## src/rtl/bus8_master_pkg.sv

```systemverilog
// Shared types and constants for the Bus8 UART command master.
// Holds the FSM state enum, command opcodes and the write-ack byte.
package bus8_master_pkg;

    typedef enum logic [2:0] {
        ST_IDLE,
        ST_WR_DATA,
        ST_BUS_WR,
        ST_BUS_RD,
        ST_RD_WAIT,
        ST_TX_SEND
    } state_t;

    localparam logic [1:0] OP_WR    = 2'b01;
    localparam logic [1:0] OP_RD    = 2'b10;
    localparam logic [7:0] ACK_BYTE = 8'hA5;

endpackage

```

## src/rtl/bus8_timeout_ctr.sv

```systemverilog
// Wait-state timeout counter for the Bus8 UART master.
// Ports: clk_i, rst_i (sync, active high), clear_i, enable_i, expired_o.
// expired_o is high on the CLKS_TIMEOUT-th enabled cycle after a clear.
module bus8_timeout_ctr
    import bus8_master_pkg::*;
#(
    parameter int CLKS_TIMEOUT = 1000
) (
    input  logic clk_i,
    input  logic rst_i,
    input  logic clear_i,
    input  logic enable_i,
    output logic expired_o
);

    localparam int W = $clog2(CLKS_TIMEOUT + 1);
    localparam logic [W-1:0] LAST = W'(CLKS_TIMEOUT - 1);

    logic [W-1:0] cnt_q;
    logic [W-1:0] cnt_d;

    // Saturate at LAST so a stalled owner cannot wrap back to zero.
    always_comb begin
        cnt_d = cnt_q;
        if (clear_i) begin
            cnt_d = '0;
        end else if (enable_i && (cnt_q != LAST)) begin
            cnt_d = cnt_q + 1'b1;
        end
    end

    always_ff @(posedge clk_i) begin
        if (rst_i) begin
            cnt_q <= '0;
        end else begin
            cnt_q <= cnt_d;
        end
    end

    assign expired_o = enable_i && (cnt_q == LAST);

endmodule

```

## src/rtl/bus8_uart_master.sv

```systemverilog
// UART-command to Bus8 master: parses write/read commands from RX bytes,
// issues single-cycle Bus8 strobes and returns read data / error byte on TX.
// Ports: i_Bus_Clk, i_Bus_Rst (sync high), i_Rx_DV/i_Rx_Byte, i_Tx_Active,
// o_Tx_DV/o_Tx_Byte, o_Bus_CS/o_Bus_Wr_Rd_n/o_Bus_Addr8/o_Bus_Wr_Data,
// i_Bus_Rd_Data/i_Bus_Rd_DV, o_Err.
// Define BUS8_MASTER_WR_ACK_EN to answer each write with ACK_BYTE.
module bus8_uart_master
    import bus8_master_pkg::*;
#(
    parameter int          CLKS_TIMEOUT = 1000,
    parameter logic [7:0]  ERR_BYTE     = 8'hEE
) (
    input  logic       i_Bus_Clk,
    input  logic       i_Bus_Rst,
    input  logic       i_Rx_DV,
    input  logic [7:0] i_Rx_Byte,
    input  logic       i_Tx_Active,
    output logic       o_Tx_DV,
    output logic [7:0] o_Tx_Byte,
    output logic       o_Bus_CS,
    output logic       o_Bus_Wr_Rd_n,
    output logic [2:0] o_Bus_Addr8,
    output logic [7:0] o_Bus_Wr_Data,
    input  logic [7:0] i_Bus_Rd_Data,
    input  logic       i_Bus_Rd_DV,
    output logic       o_Err
);

    state_t     state_q;
    logic       tx_dv_q;
    logic [7:0] tx_byte_q;
    logic       cs_q;
    logic       wr_rd_n_q;
    logic [2:0] addr_q;
    logic [7:0] wr_data_q;
    logic       err_q;

    logic waiting;
    logic expired;
    logic drop_state;

    assign waiting    = (state_q == ST_WR_DATA) || (state_q == ST_RD_WAIT);
    assign drop_state = (state_q == ST_BUS_WR) || (state_q == ST_BUS_RD) ||
                        (state_q == ST_RD_WAIT) || (state_q == ST_TX_SEND);

    bus8_timeout_ctr #(
        .CLKS_TIMEOUT (CLKS_TIMEOUT)
    ) u_tmo (
        .clk_i     (i_Bus_Clk),
        .rst_i     (i_Bus_Rst),
        .clear_i   (!waiting),
        .enable_i  (waiting),
        .expired_o (expired)
    );

    // A response byte is launched on the same edge it is produced when the
    // transmitter is idle, so a read answers at T+3; otherwise TX_SEND holds.
    always_ff @(posedge i_Bus_Clk) begin
        if (i_Bus_Rst) begin
            state_q   <= ST_IDLE;
            tx_dv_q   <= 1'b0;
            tx_byte_q <= 8'h00;
            cs_q      <= 1'b0;
            wr_rd_n_q <= 1'b0;
            addr_q    <= 3'd0;
            wr_data_q <= 8'h00;
            err_q     <= 1'b0;
        end else begin
            cs_q    <= 1'b0;
            tx_dv_q <= 1'b0;
            err_q   <= i_Rx_DV && drop_state;
            unique case (state_q)
                ST_IDLE: begin
                    if (i_Rx_DV) begin
                        if (i_Rx_Byte[7:6] == OP_WR) begin
                            addr_q  <= i_Rx_Byte[2:0];
                            state_q <= ST_WR_DATA;
                        end else if (i_Rx_Byte[7:6] == OP_RD) begin
                            addr_q    <= i_Rx_Byte[2:0];
                            cs_q      <= 1'b1;
                            wr_rd_n_q <= 1'b0;
                            state_q   <= ST_BUS_RD;
                        end else begin
                            err_q <= 1'b1;
                        end
                    end
                end
                ST_WR_DATA: begin
                    if (i_Rx_DV) begin
                        wr_data_q <= i_Rx_Byte;
                        cs_q      <= 1'b1;
                        wr_rd_n_q <= 1'b1;
                        state_q   <= ST_BUS_WR;
                    end else if (expired) begin
                        err_q   <= 1'b1;
                        state_q <= ST_IDLE;
                    end
                end
                ST_BUS_WR: begin
`ifdef BUS8_MASTER_WR_ACK_EN
                    tx_byte_q <= ACK_BYTE;
                    if (!i_Tx_Active) begin
                        tx_dv_q <= 1'b1;
                        state_q <= ST_IDLE;
                    end else begin
                        state_q <= ST_TX_SEND;
                    end
`else
                    state_q <= ST_IDLE;
`endif
                end
                ST_BUS_RD: begin
                    state_q <= ST_RD_WAIT;
                end
                ST_RD_WAIT: begin
                    if (i_Bus_Rd_DV || expired) begin
                        tx_byte_q <= i_Bus_Rd_DV ? i_Bus_Rd_Data : ERR_BYTE;
                        if (!i_Bus_Rd_DV) begin
                            err_q <= 1'b1;
                        end
                        if (!i_Tx_Active) begin
                            tx_dv_q <= 1'b1;
                            state_q <= ST_IDLE;
                        end else begin
                            state_q <= ST_TX_SEND;
                        end
                    end
                end
                ST_TX_SEND: begin
                    if (!i_Tx_Active) begin
                        tx_dv_q <= 1'b1;
                        state_q <= ST_IDLE;
                    end
                end
                default: begin
                    state_q <= ST_IDLE;
                end
            endcase
        end
    end

    assign o_Tx_DV       = tx_dv_q;
    assign o_Tx_Byte     = tx_byte_q;
    assign o_Bus_CS      = cs_q;
    assign o_Bus_Wr_Rd_n = wr_rd_n_q;
    assign o_Bus_Addr8   = addr_q;
    assign o_Bus_Wr_Data = wr_data_q;
    assign o_Err         = err_q;

endmodule

```

## config.mk

```make
export PLATFORM = sky130hd
export DESIGN_NAME = bus8_uart_master
export DESIGN_NICKNAME = d
export VERILOG_FILES = /design/src/rtl/bus8_master_pkg.sv /design/src/rtl/bus8_timeout_ctr.sv /design/src/rtl/bus8_uart_master.sv
export SDC_FILE = /design/constraint.sdc
export NUM_CORES = 1
export LEC_CHECK = 0
export ABC_AREA = 0
export CAP_MARGIN = 25
export CELL_PAD_IN_SITES_DETAIL_PLACEMENT = 0
export CELL_PAD_IN_SITES_GLOBAL_PLACEMENT = 1
export CORE_MARGIN = 5
export CORE_UTILIZATION = 30
export CTS_CLUSTER_SIZE = 8
export DETAILED_ROUTE_END_ITERATION = 10
export HOLD_SLACK_MARGIN = 0.06
export MAX_ROUTING_LAYER = met4
export PLACE_DENSITY_LB_ADDON = 0.15
export SLEW_MARGIN = 20
export SYNTH_ARGS = -nofsm -noshare
export SYNTH_HDL_FRONTEND = slang
export SYNTH_SLANG_ARGS = --single-unit
```

## constraint.sdc

```tcl
create_clock -name i_Bus_Clk -period 1.5 [get_ports i_Bus_Clk]
set_input_delay 0.3 -clock i_Bus_Clk [delete_from_list [all_inputs] [get_ports i_Bus_Clk]]
set_output_delay 0.3 -clock i_Bus_Clk [all_outputs]
set_load 0.005 [all_outputs]
```

-- After elaboration in Yosys (flattened, before gate mapping)
Index checks and enable logic that the tools add are counted.
- $add $sub $neg: 1
- equality and inequality tests: 17
- multiplexer cells: 33
- bitwise operators: 1
- reduce and logical (&&, ||, !) cells: 17
- operators by type and width (kind ; number):
    two-way mux 3 bit ; 10
    two-way mux 1 bit ; 17
    one-hot mux 3 bit (5 select lines) ; 1
    adder 10 x 1 -> 10 bit (second input constant) ; 1
    == test 10 bit (second input constant) ; 1
    != test 10 bit (second input constant) ; 1
    != test 2 bit (second input constant) ; 5
    AND reduction 5 bit ; 2
    two-way mux 8 bit ; 1
    == test 3 x 2 -> 1 bit (second input constant) ; 2
    == test 3 bit (second input constant) ; 2
    != test 3 bit (second input constant) ; 2
    one-hot mux 1 bit (2 select lines) ; 3
    logical OR 1 bit ; 5
    AND reduction 2 bit ; 2
    nonzero test 2 bit ; 2
    == test 3 x 1 -> 1 bit (second input constant) ; 1
    logical AND 1 bit ; 3
    zero test 3 bit ; 1
    one-hot mux 1 bit (3 select lines) ; 1
    AND reduction 3 bit ; 1
    == test 2 x 1 -> 1 bit (second input constant) ; 1
    == test 2 bit (second input constant) ; 1
    != test 2 x 1 -> 1 bit (second input constant) ; 1
    2 further kinds ; 2
- register bits after elaboration: 36
- input bits: 21
- output and inout port bits: 23
- logic and storage cells: 78

-- Longest topological paths before layout
- depth after elaboration: 9
- mapped depth: 6
- gate-level depth less buffers: 6

-- Hierarchy
A second synthesis with hierarchy kept.
- cell total of the unflattened synthesis: 210
- area total of the unflattened synthesis: 1801.7 µm²
- modules (own cells, without submodules) (module ; times used ; cells each ; area each (µm²) ; seq. area each (µm²)):
    bus8_uart_master ; 1 ; 144 ; 1243.7 ; 520.5
    bus8_timeout_ctr ; 1 ; 66 ; 558.0 ; 200.2

-- Worst setup path before layout
No wires, ideal clock.
- path kind: register -> register
- from: reg u_tmo.cnt_q[2]
- to: reg state_q[2]
- setup time: 132 ps
- arrival: 1487 ps
- data required time: 1368 ps
- path slack: -118 ps
- stages on the path, launching flop included: 6
- buffers on the path: 1
- period minus slack after synthesis: 1618 ps
- path through: dfxtp_1 > or3b_1 > or3_1 > clkbuf_2 > a221oi_1 > nor3_1
- cells in the longest elaborated chain, start to end: 5
- elaborated cells on any way between the ends: 6
- those cells by class: eq/ne: 3; reduce/logical: 3
- ends and longest elaborated chain (what ; line ; text):
    start, declared ; bus8_timeout_ctr.sv:19 ; logic [W-1:0] cnt_q;
    start signal, assigned ; bus8_timeout_ctr.sv:36 ; cnt_q <= cnt_d;
    == test 10 bit * ; bus8_timeout_ctr.sv:40 ; assign expired_o = enable_i && (cnt_q == LAST);
    logical AND 1 bit * ; bus8_timeout_ctr.sv:40 ;
    logical OR 1 bit ; bus8_uart_master.sv:116 ; if (i_Bus_Rd_DV || expired) begin
    != test 2 x 1 -> 1 bit (no line) ; - ;
    AND reduction 5 bit (no line) * ; - ;
    end signal, assigned ; bus8_uart_master.sv:113 ; state_q <= ST_RD_WAIT;
    end signal, assigned ; bus8_uart_master.sv:123 ; state_q <= ST_IDLE;
    end signal, assigned ; bus8_uart_master.sv:125 ; state_q <= ST_TX_SEND;
    end, declared ; bus8_uart_master.sv:29 ; state_t state_q;
Every way passes the cells marked *; elsewhere a longest branch is shown, timed or not.
A chain may end at the register's enable or synchronous reset.

-- Worst setup path in the final report
- from: reg u_tmo.cnt_q[3]
- to: reg state_q[0]
Same word-level chain as after synthesis.

==> flow_summary.yaml <==
outcome:
  status: "finished, violations left"
  failed_checks: "setup timing"
cts:
  cts_buffers: 5
  ctsHoldBuffers: 0
  cts_tree: "built"
  clock_latency_ns: 0.28
  post_cts_buffers: 0
  htree_num_levels: 2
  clockBufferDepth: 2
  path_clk_slew_ns: 0.07
  cts.sinks: 36
  cts_root_buf: "clkbuf_8"
die:
  die_area_mm2: 0.00680
  die_x_um: 82.5
  initial_utilization: 0.308
  die_y_um: 82.5
  boundaryPins: 44
  core_area_mm2: 0.00511
  core.rowCount: 26
drt:
  vias_per_cell: 4.72
  route.detailed.drc: 0
  ant_nets: 0
  wl_per_cell_um: 13.1
  drt_iter0_drc: 100
  first_pass_iters: 4
  routed_wirelength_mm: 4.25
  num_vias: 1535
power:
  p_sw_w: 0.000723
  power_frac_comb: 0.268
  ir_drop_mv: 0.548
  internal_power_w: 0.00175
  seq_power_share: 0.446
  switching_share: 0.292
  fin_total_pwr_w: 0.00248
  p_clk_frac: 0.286
  p_per_area_mw_per_mm2: 1020
  power_leakage_nw: 0.943
sta:
  slew_viol_final: 0
  clock.fmax_mhz: 642
  skew_ns: 0.00536
  finalCritPeriodShare: 1.04
  period_minus_slack_ns: 1.56
  timing.final.ws_setup_ns: -0.0578
  rsz0062_at_grt: "true"
  hold_viol: 0
  max-slew-margin-rel: 0.763
  setup_viol: 4
  tightest_slew_ns: 0.355
cells_and_area:
  fin_nets: 279
  regArea_um2: 726
  fill_cells: 522
  multi_input_area_um2: 838
  syn_to_final_growth_pct: 54.5
  stdcell_count: 325
  final_util: 0.476
  final_cell_mix: "clkdlybuf4s50_1 (40), dfxtp_1 (32), buf_4 (28), nand2_1 (21), nor2_1 (17)"
  final_common_cell: "clkdlybuf4s50_1"
  antennaDiodeCount: 0
  fin_area_mm2: 0.00243
  drive_above_1_share: 0.227
yosys:
  synth_area_per_cell_um2: 8.51
  syn-num-nets: 210
  ys_seq_elements: 36
  synthFlopType: "dfxtp_1"
  yosysSeqAreaShare: 0.458
  postSynth.asyncResetShare: 0
  syn_inst: 185
  synth-edff-count: 0
  yosysWarnings: 0
  netlist_area_mm2: 0.00158
  synth_cell_types: 37
worst_hold_path:
  hp-class: "in -> reg"
place:
  placed_cell_area_mm2: 0.00227
  port_buffers: 43
  place_congestion: 0.835
  placed_cells: 317
  dp_slack_ns: -0.355
  dp_hpwl_mm: 3.25
worst_setup_path:
  cpPeakStageDelay_ns: 0.40
  end_kind: "register"
  cp_num_buf_inv: 0
  crit_family: "simple AND/OR/NAND/NOR gates"
  worstSetupStartpointType: "register"
  cp_cell_sequence: "or3b_4, or3_4, a21o_1, mux2i_1"
  worstSetupPathType: "reg -> reg"
  worstPathArrival_ns: 1.73
  cp_slowest_cell: "or3b_4"
  required_ns: 1.67
  path_max_fanout: 5
global_route:
  gr-total-overflow: 0
  grt_max_degree: 12
  grt_pass1_wl_mm: 6.85
  grt_util_all_layers: 0.138
  grt_pass1_vias: 1532
  antenna_found_initial: 0
run:
  drv_cap: 0
-- cell type report --
class | instances | area share
Tap cell | 70 | 0.0360
Multi-Input combinational cell | 128 | 0.344
Sequential cell | 36 | 0.298
Clock inverter | 2 | 0.00411
Timing Repair Buffer | 71 | 0.265
Clock buffer | 6 | 0.0339
Inverter | 12 | 0.0185
-- per-stage QoR --
stage | hold WS (ns) | TNS [ns]
global route | 0.467 | -0.514
CTS | 0.438 | -0.120
detailed placement | 0.446 | -2.95
floorplan | 0.379 | -0.168
global placement | 0.443 | -2.39
finish | 0.442 | -0.124
-- power groups by stage --
stage	clock (W)	sequential (W)	combinational, W
final	0.000708	0.00110	0.000662
after global routing	0.000785	0.00112	0.000728
after CTS	0.000736	0.00110	0.000643
after detailed placement	0	0.00111	0.000634
after global placement	0	0.00111	0.000622
after floorplan	0	0.00110	0.000332
-- layer usage --
metal  global-route usage  share of wire  vias to the layer above  wire length, um
met1                0.150           0.43                      722             1820
met4               0.0565          0.014                        0               58
met5                    -              0                        -                0
met2                0.226           0.50                       32             2130
li1                     -              -                      775                -
met3               0.0499          0.057                        6              242
-- cell usage after synthesis, types with 3 or more instances --
library cell,n,share of area
nand3_1,8,0.025
nor2_1,18,0.043
a21oi_1,16,0.051
ha_1,4,0.032
xnor2_1,5,0.028
a31o_2,3,0.017
mux2i_1,6,0.038
nor3_1,6,0.019
nor3b_1,3,0.014
or3_1,3,0.012
a211oi_1,7,0.033
clkbuf_1,5,0.012
nand2_1,22,0.052
inv_1,12,0.029
o21ai_0,6,0.019
dfxtp_1,36,0.46
nand2b_1,3,0.012
-- worst reg2reg max path: stages (launching register included) --
cell	delay (ns)
dfxtp_2	0.32
or3b_4	0.40
or3_4	0.39
a21o_1	0.22
mux2i_1	0.12
-- final timing paths --
path	start	slack [ns]	endpoint	depth (start not counted)
hold reg to reg	o_Bus_Wr_Data[0]	0.45	o_Bus_Wr_Data[0]	2
setup / recovery	u_tmo.cnt_q[3]	-0.06	state_q[0]	4
setup reg to reg	u_tmo.cnt_q[3]	-0.06	state_q[0]	4
hold / removal	i_Rx_Byte[6]	0.44	o_Bus_Wr_Data[6]	3
-- logic make-up (layout without fill, tap and decap cells) --
group,count (synthesis),in the layout,share of synthesized area
buf+inv,21,91,0.0540
simple gates,71,71,0.213
flops,36,36,0.458
fa+ha+maj,4,4,0.0318
xor+xnor,6,6,0.0334
compound gates,41,41,0.172
mux,6,6,0.0381
-- timing repair --
action / in CTS / in global routing
pin swaps: 3 / 2
endpoints found under the setup margin: 18 / 22
resized for setup: 7 / 12
-- state kept, by name (all words and copies together) (netlist names) --
name and flops:
o_Bus_Wr_Data 8, o_Bus_Wr_Rd_n 1, u_tmo.cnt_q 10, o_Tx_Byte 8, o_Bus_CS 1, state_q 3
o_Err 1, o_Tx_DV 1, o_Bus_Addr8 3
(Power assumes the default switching activity.)
